--- config.mk ---
export PLATFORM = sky130hd
export DESIGN_NAME = seven_seg_scan
export DESIGN_NICKNAME = d
export VERILOG_FILES = /design/src/rtl/seven_seg_scan_pkg.sv /design/src/rtl/seven_seg_scan_bcd_to_seg.sv /design/src/rtl/seven_seg_scan.sv
export SDC_FILE = /design/constraint.sdc
export NUM_CORES = 1
export LEC_CHECK = 0
export CAP_MARGIN = 25
export CORE_MARGIN = 3
export CORE_UTILIZATION = 45
export DETAILED_ROUTE_END_ITERATION = 8
export GPL_ROUTABILITY_DRIVEN = 0
export GPL_TIMING_DRIVEN = 1
export PLACE_DENSITY = 0.72
export RECOVER_POWER = 50
export SYNTH_ARGS = -nofsm -noshare
export SYNTH_HDL_FRONTEND = slang
export SYNTH_SLANG_ARGS = --single-unit
--- constraint.sdc ---
create_clock -name clk -period 3.1 [get_ports clk]
set_input_delay 0.31 -clock clk [delete_from_list [all_inputs] [get_ports clk]]
set_output_delay 0.31 -clock clk [all_outputs]
set_load 0.03 [all_outputs]
--- src/rtl/seven_seg_scan_pkg.sv ---
// Shared constants for the 4-digit multiplexed 7-segment display stage.
// Segment codes are active-low in {g,f,e,d,c,b,a} order.
package seven_seg_scan_pkg;

  localparam int IDX_W = 2;

  localparam logic [6:0] SEG_0    = 7'h40;
  localparam logic [6:0] SEG_1    = 7'h79;
  localparam logic [6:0] SEG_2    = 7'h24;
  localparam logic [6:0] SEG_3    = 7'h30;
  localparam logic [6:0] SEG_4    = 7'h19;
  localparam logic [6:0] SEG_5    = 7'h12;
  localparam logic [6:0] SEG_6    = 7'h02;
  localparam logic [6:0] SEG_7    = 7'h78;
  localparam logic [6:0] SEG_8    = 7'h00;
  localparam logic [6:0] SEG_9    = 7'h10;
  localparam logic [6:0] SEG_DASH = 7'h3F;
  localparam logic [6:0] SEG_OFF  = 7'h7F;

  localparam logic [3:0] AN_OFF   = 4'b1111;

endpackage

--- src/rtl/seven_seg_scan_bcd_to_seg.sv ---
// Combinational BCD to active-low 7-segment decoder.
// Non-BCD codes show a dash so a corrupted digit is visible but never all-on.
module bcd_to_seg
  import seven_seg_scan_pkg::*;
(
  input  logic [3:0] i_bcd,
  output logic [6:0] o_seg
);

  // Map each BCD value to its segment pattern, anything else to a dash
  always_comb begin
    o_seg = SEG_DASH;
    case (i_bcd)
      4'd0:    o_seg = SEG_0;
      4'd1:    o_seg = SEG_1;
      4'd2:    o_seg = SEG_2;
      4'd3:    o_seg = SEG_3;
      4'd4:    o_seg = SEG_4;
      4'd5:    o_seg = SEG_5;
      4'd6:    o_seg = SEG_6;
      4'd7:    o_seg = SEG_7;
      4'd8:    o_seg = SEG_8;
      4'd9:    o_seg = SEG_9;
      default: o_seg = SEG_DASH;
    endcase
  end

endmodule

--- src/rtl/seven_seg_scan.sv ---
// Time-multiplexed driver for a common-anode 4-digit 7-segment display.
// Digits are snapshotted once per frame so a counter update never tears the image;
// each digit slot opens with a short all-anodes-off window to suppress ghosting.
module seven_seg_scan
  import seven_seg_scan_pkg::*;
#(
  parameter logic [15:0] SCAN_DIV  = 16'd50000,
  parameter logic [15:0] BLANK_CYC = 16'd500,
  parameter logic [25:0] BLINK_DIV = 26'd25000000
) (
  input  logic       clk,
  input  logic       rst_n,
  input  logic [3:0] digit_0,
  input  logic [3:0] digit_1,
  input  logic [3:0] digit_2,
  input  logic [3:0] digit_3,
  input  logic [3:0] blink_sel,
  input  logic [3:0] dp_mask,
  output logic [6:0] seg,
  output logic       dp,
  output logic [3:0] an
);

  logic [15:0]      r_scanCnt;
  logic [IDX_W-1:0] r_idx;
  logic [25:0]      r_blinkCnt;
  logic             r_blinkOn;
  logic [3:0]       r_shDigit [0:3];
  logic [3:0]       r_shBlink;
  logic [3:0]       r_shDp;
  logic [6:0]       r_seg;
  logic             r_dp;
  logic [3:0]       r_an;

  logic             w_scanWrap;
  logic             w_blinkWrap;
  logic             w_frameEnd;
  logic [3:0]       w_curDigit;
  logic [6:0]       w_segDecoded;
  logic [6:0]       w_segNext;
  logic             w_dpNext;
  logic [3:0]       w_anNext;

  assign w_scanWrap  = (r_scanCnt == SCAN_DIV - 16'd1);
  assign w_blinkWrap = (r_blinkCnt == BLINK_DIV - 26'd1);
  assign w_frameEnd  = w_scanWrap && (r_idx == IDX_W'(3));
  assign w_curDigit  = r_shDigit[r_idx];

  bcd_to_seg u_bcdToSeg (
    .i_bcd (w_curDigit),
    .o_seg (w_segDecoded)
  );

  // Slot timer and digit index; the index advances only when a slot expires
  always_ff @(posedge clk or negedge rst_n) begin
    if (!rst_n) begin
      r_scanCnt <= 16'd0;
      r_idx     <= '0;
    end else if (w_scanWrap) begin
      r_scanCnt <= 16'd0;
      r_idx     <= r_idx + IDX_W'(1);
    end else begin
      r_scanCnt <= r_scanCnt + 16'd1;
    end
  end

  // Free-running blink phase, starts in the visible half after reset
  always_ff @(posedge clk or negedge rst_n) begin
    if (!rst_n) begin
      r_blinkCnt <= 26'd0;
      r_blinkOn  <= 1'b1;
    end else if (w_blinkWrap) begin
      r_blinkCnt <= 26'd0;
      r_blinkOn  <= ~r_blinkOn;
    end else begin
      r_blinkCnt <= r_blinkCnt + 26'd1;
    end
  end

  // Capture the displayed values only at the frame boundary to keep frames coherent
  always_ff @(posedge clk or negedge rst_n) begin
    if (!rst_n) begin
      r_shDigit[0] <= 4'd0;
      r_shDigit[1] <= 4'd0;
      r_shDigit[2] <= 4'd0;
      r_shDigit[3] <= 4'd0;
      r_shBlink    <= 4'd0;
      r_shDp       <= 4'd0;
    end else if (w_frameEnd) begin
      r_shDigit[0] <= digit_0;
      r_shDigit[1] <= digit_1;
      r_shDigit[2] <= digit_2;
      r_shDigit[3] <= digit_3;
      r_shBlink    <= blink_sel;
      r_shDp       <= dp_mask;
    end
  end

  // Derive next pin values: blank window first, then the selected digit unless blinked off
  always_comb begin
    w_anNext  = AN_OFF;
    w_segNext = SEG_OFF;
    w_dpNext  = 1'b1;
    if (r_scanCnt >= BLANK_CYC) begin
      w_segNext = w_segDecoded;
      w_dpNext  = ~r_shDp[r_idx];
      if (!(r_shBlink[r_idx] && !r_blinkOn)) begin
        w_anNext = ~(4'b0001 << r_idx);
      end
    end
  end

  // Register the pins so the display sees glitch-free levels
  always_ff @(posedge clk or negedge rst_n) begin
    if (!rst_n) begin
      r_an  <= AN_OFF;
      r_seg <= SEG_OFF;
      r_dp  <= 1'b1;
    end else begin
      r_an  <= w_anNext;
      r_seg <= w_segNext;
      r_dp  <= w_dpNext;
    end
  end

  assign an  = r_an;
  assign seg = r_seg;
  assign dp  = r_dp;

endmodule

# After elaboration in Yosys (flattened, before gate mapping)
# Memories as Yosys holds them, arrays and structs flattened.
# Index checks and enable logic that the tools add are counted.
word_totals:
  reg_bits: 81
  mem_bits_ro: 112
  in_bits: 26
  mem_count: 1
mem_list:
  columns: ["memory", "depth", "width", "read_ports", "rd_clocked_by_memory_dff", "write_ports", "line_no", "rtl"]
  rows:
  - ["(name not given)", 16, 7, 1, 0, 0, "seven_seg_scan_bcd_to_seg.sv:13", "case (i_bcd)"]
op_classes:
  eq_ne: 3
  bitwise_logic: 4
  n_reduce_logical: 3
  add_sub_neg: 3
  n_lt_le_gt_ge: 3
  n_shift: 1
  n_mux: 13
ops:
  columns: ["op", "count"]
  rows:
  - ["$add 26x1->26 const B", 1]
  - ["$eq 26x25->1 const B", 1]
  - ["$mux 26", 1]
  - ["$add 16x1->16 const B", 1]
  - ["$eq 16x16->1 const B", 1]
  - ["$ge 16x9->1 const B", 1]
  - ["$mux 16", 1]
  - ["$mux 4", 4]
  - ["$bmux 4 s2", 1]
  - ["$mux 7", 1]
  - ["$bmux 1 s2", 2]
  - ["$not 4->4", 1]
  - ["$shl 1x2->4 const A", 1]
  - ["$ge 3x3->1 const B", 1]
  - ["$lt 2x3->1 const B", 1]
  - ["$mux 1", 3]
  - ["$not 2->3", 1]
  - ["$add 2x1->2 const B", 1]
  - ["$eq 2x2->1 const B", 1]
  - ["$logic_and 1x1->1", 2]
  - ["$not 1->1", 2]
  - ["$logic_not 1->1", 1]

# Longest topological paths before layout
# An unclocked memory read counts as a cell.
logic_depth:
  ltp_word: 6
  depth_mapped: 7

# By module
# From an unflattened synthesis, not the netlist that was laid out.
unflattened:
  hier_cells: 334
  area_unflattened_um2: 3906.2
by_module_without_submodules:
  columns: ["module", "seq_area_each_um2", "cells_per_inst", "n_inst", "area_each_um2"]
  rows:
  - ["seven_seg_scan", 2043.2, 303, 1, 3682.3]
  - ["bcd_to_seg", 0.0, 31, 1, 224.0]

# Least setup slack after synthesis
# No wires, ideal clock.
synth_path:
  kind: "register to register"
  start: "reg r_scanCnt[13]"
  end: "reg r_shBlink[0]"
  path_slack_ps: 1038
  setup_time_ps: 125
  n_path_buf: 1
  arrival_time_ps: 1937
  stages_incl_launch_ff: 6
  path_cell_list: "dfrtp_1 or4_4 nor4_4 nand2_2 buf_6 mux2_4"
synth_between:
  elab_chain_cells: 2
synth_lines:
  columns: ["item", "line_no", "rtl"]
  rows:
  - ["start, declared", "seven_seg_scan.sv:24", "logic [15:0] r_scanCnt;"]
  - ["start signal, assigned", "seven_seg_scan.sv:63", "r_scanCnt <= r_scanCnt + 16'd1;"]
  - ["$eq 16x16->1", "seven_seg_scan.sv:44", "assign w_scanWrap = (r_scanCnt == SCAN_DIV - 16'd1);"]
  - ["$logic_and 1x1->1", "seven_seg_scan.sv:46", "assign w_frameEnd = w_scanWrap && (r_idx == IDX_W'(3));"]
  - ["end signal, assigned", "seven_seg_scan.sv:94", "r_shBlink <= blink_sel;"]
  - ["end, declared", "seven_seg_scan.sv:29", "logic [3:0] r_shBlink;"]
# Every way passes these cells.
# A chain may end at the register's enable or synchronous reset.

# Final worst setup path
layout_path:
  start: "reg r_scanCnt[4]"
  end: "reg r_shBlink[1]"
# Same word-level chain as after synthesis.

==> out/qor.yml <==
final_common_cell: "dfrtp_1"
ys_ff_latch: 81
coreArea_um2: 8299
status: "finished, final reports clean"
synth_cells: 325
n_fill_cell: 691
num_antenna_cells: 0
fin_crit_sh_pct: 77.96
p_per_area_nw_per_um2: 445.4
yosysUniqueCellTypes: 37
synth_edf_count: 0
cp-end-kind: "flip-flop"
synth_fp_nets: 363
worst_pin_slew_ns: 0.8140
async_flop_share_pct: 100.0
layout_min_cycle_time_ns: 2.417
critPathLaunchType: "flip-flop"
final_cell_mix: "dfrtp_1, clkdlybuf4s50_1, nor2_1, xnor2_1, mux2_4"
drtAntennaViolNets: 0
grt_max_degree: 82
dr.first_iter.drc_count: 128
crit_family: "simple AND/OR/NAND/NOR gates"
grt_pass1_wl_um: 12270
power_leakage_uw: 0.001985
irDropWorstVdd_uv: 273.7
skew_ns: 0.01279
h-tree-depth: 3
dieArea_um2: 9749
dieHeight_um: 98.74
dp_hpwl_um: 4804
io_buffers: 37
path_cells: "or4b_1 > nor4_4 > nand2_2 > mux2_4"
area_growth_pct: 19.01
synthesis.area_um2: 3870
cts_buffer_depth: 2
path_buf_inv: 0
cp.arrival_ns: 2.65
timing.fmax_mhz: 413.8
final_cells: 479
drc_errors: 0
numCtsBuffers: 9
maxSlewViolCount: 0
cp.depth: 4
crit_required_ns: 3.33
avgRoutedWirePerCell_um: 14.73
drt-total-wl_um: 7055
yosysWarningCount: 0
cp_max_fo: 24
slew_headroom_pct: 45.73
layout-drive-gt1-share_pct: 18.98
rows: 33
crit_type: "reg2reg"
tns_ns: 0
start_util_pct: 46.63
final_core_util_pct: 55.50
grt_pass1_vias: 2477
die_w_um: 98.74
hold_viol: 0
cts_resized: 0
hold_ws_ns: 0.4925
cts_sinks: 81
crit_slowest_cell: "or4b_1"
critical_path.max_stage_delay_ns: 0.59
dp_slack_ns: 0.6955
synth_ff_type: "dfrtp_1"
antenna_found_initial: 0
rr_worst_depth: 4
root_buffer: "clkbuf_8"
io_pins: 38
rsz0062_at_grt: "no"
worst_slack_ns: 0.6834
min_path_type: "reg2reg"
cts_tree: "built"
via_per_inst: 5.382
path_clk_slew_ns: 0.09
dp.cells: 461
grt_usage_pct: 15.60
min_path_cells: 1
ys_seq_area_share_pct: 52.80
overflow: 0
num-nets-final: 407
postCtsSetupRepairBufs: 0
finalSetupViolations: 0
cap_violations: 0
avgSynthCellArea_um2: 11.91
clock_latency_ns: 0.35
dr_total_vias: 2578
firstDrtPassIters: 4
final timing paths:
path                                 from             end  slack, ns
min in group asynchronous           rst_n    r_scanCnt[4]       0.57
hold / removal             r_blinkCnt[25]  r_blinkCnt[25]       0.49
hold reg to reg            r_blinkCnt[25]  r_blinkCnt[25]       0.49
setup reg to reg             r_scanCnt[4]    r_shBlink[1]       0.68
setup / recovery             r_scanCnt[4]    r_shBlink[1]       0.68
max in group asynchronous           rst_n       r_blinkOn       1.70
registers in the layout, indices dropped and copies added (netlist names):
signal,flops
an,4
dp,1
r_blinkCnt,26
r_blinkOn,1
r_idx,2
r_scanCnt,16
r_shBlink,4
r_shDigit,16
r_shDp,4
seg,7
Yosys cell counts (all sizes together), types with 2 or more instances:
cell	number	share of area [%]
nand2	20	2.0
nor3	7	0.91
nor4	12	2.5
mux2	24	8.9
nand3	12	1.6
ha	12	3.9
a21oi	12	1.6
nor2	23	2.2
dfstp	13	8.8
xnor2	20	4.5
or3	4	0.65
and4	2	0.45
nor2b	3	0.49
o31ai	5	0.97
nand4	11	1.8
clkbuf	6	0.58
inv	15	1.5
xor2	13	2.9
buf	4	0.84
or4	6	1.3
dfrtp	68	44
nand2b	3	0.49
or2	3	0.49
and3	4	0.65
mux4	6	3.5
o21ai	12	1.6
repair_timing:
item	4_1_cts	5_1_grt
hold buffers	0	1
endpoints found under the setup margin	0	0
endpoints found under the hold margin	0	7
per-layer routing:
layer / global-route usage (%) / vias up / routed length [µm] / part of all wire, %
li1: - / 1229 / - / -
met1: 22.62 / 1290 / 3354 / 48
met2: 23.40 / 53 / 3298 / 47
met3: 2.760 / 6 / 314 / 4.5
met4: 6.197 / 0 / 88 / 1.2
met5: 0 / - / 0 / 0
cell type report:
cell class              instances  area, µm²  area share (%)
clock inverters                 6      90.09           1.956
clock buffers                  10      137.6           2.988
repair buffers                 43      431.7           9.372
multi-input cells             219       1715           37.25
inverters                      15      56.30           1.222
well taps                     105      131.4           2.852
flip-flops and latches         81       2043           44.36
where the power goes:
part / switching (µW) / internal (µW) / total, µW
Combinational: 41.8 / 61.3 / 103
Sequential: 8.87 / 1070 / 1080
Clock: 388 / 479 / 867
kinds of logic (layout without fill, tap and decap cells):
family                   count (synthesis)  count (layout)  synth area share, %
AO/OA/AOI/OAI                           32              32                4.656
XOR/XNOR                                33              33                7.469
adder cells (fa/ha/maj)                 12              12                3.880
buffers and inverters                   25              74                2.877
flip-flops                              81              81                52.80
multiplexers                            30              30                12.42
AND/OR/NAND/NOR                        112             112                15.91
per-stage QoR:
step                      power [µW]  instance area (µm²)
final                           2051                 4606
after global placement          1199                 4344
after detailed placement        1202                 4344
after CTS                       2071                 4572
after floorplan                 1140                 3870
after global routing            2133                 4606
Note: power is estimated with default switching activity, not from simulation.
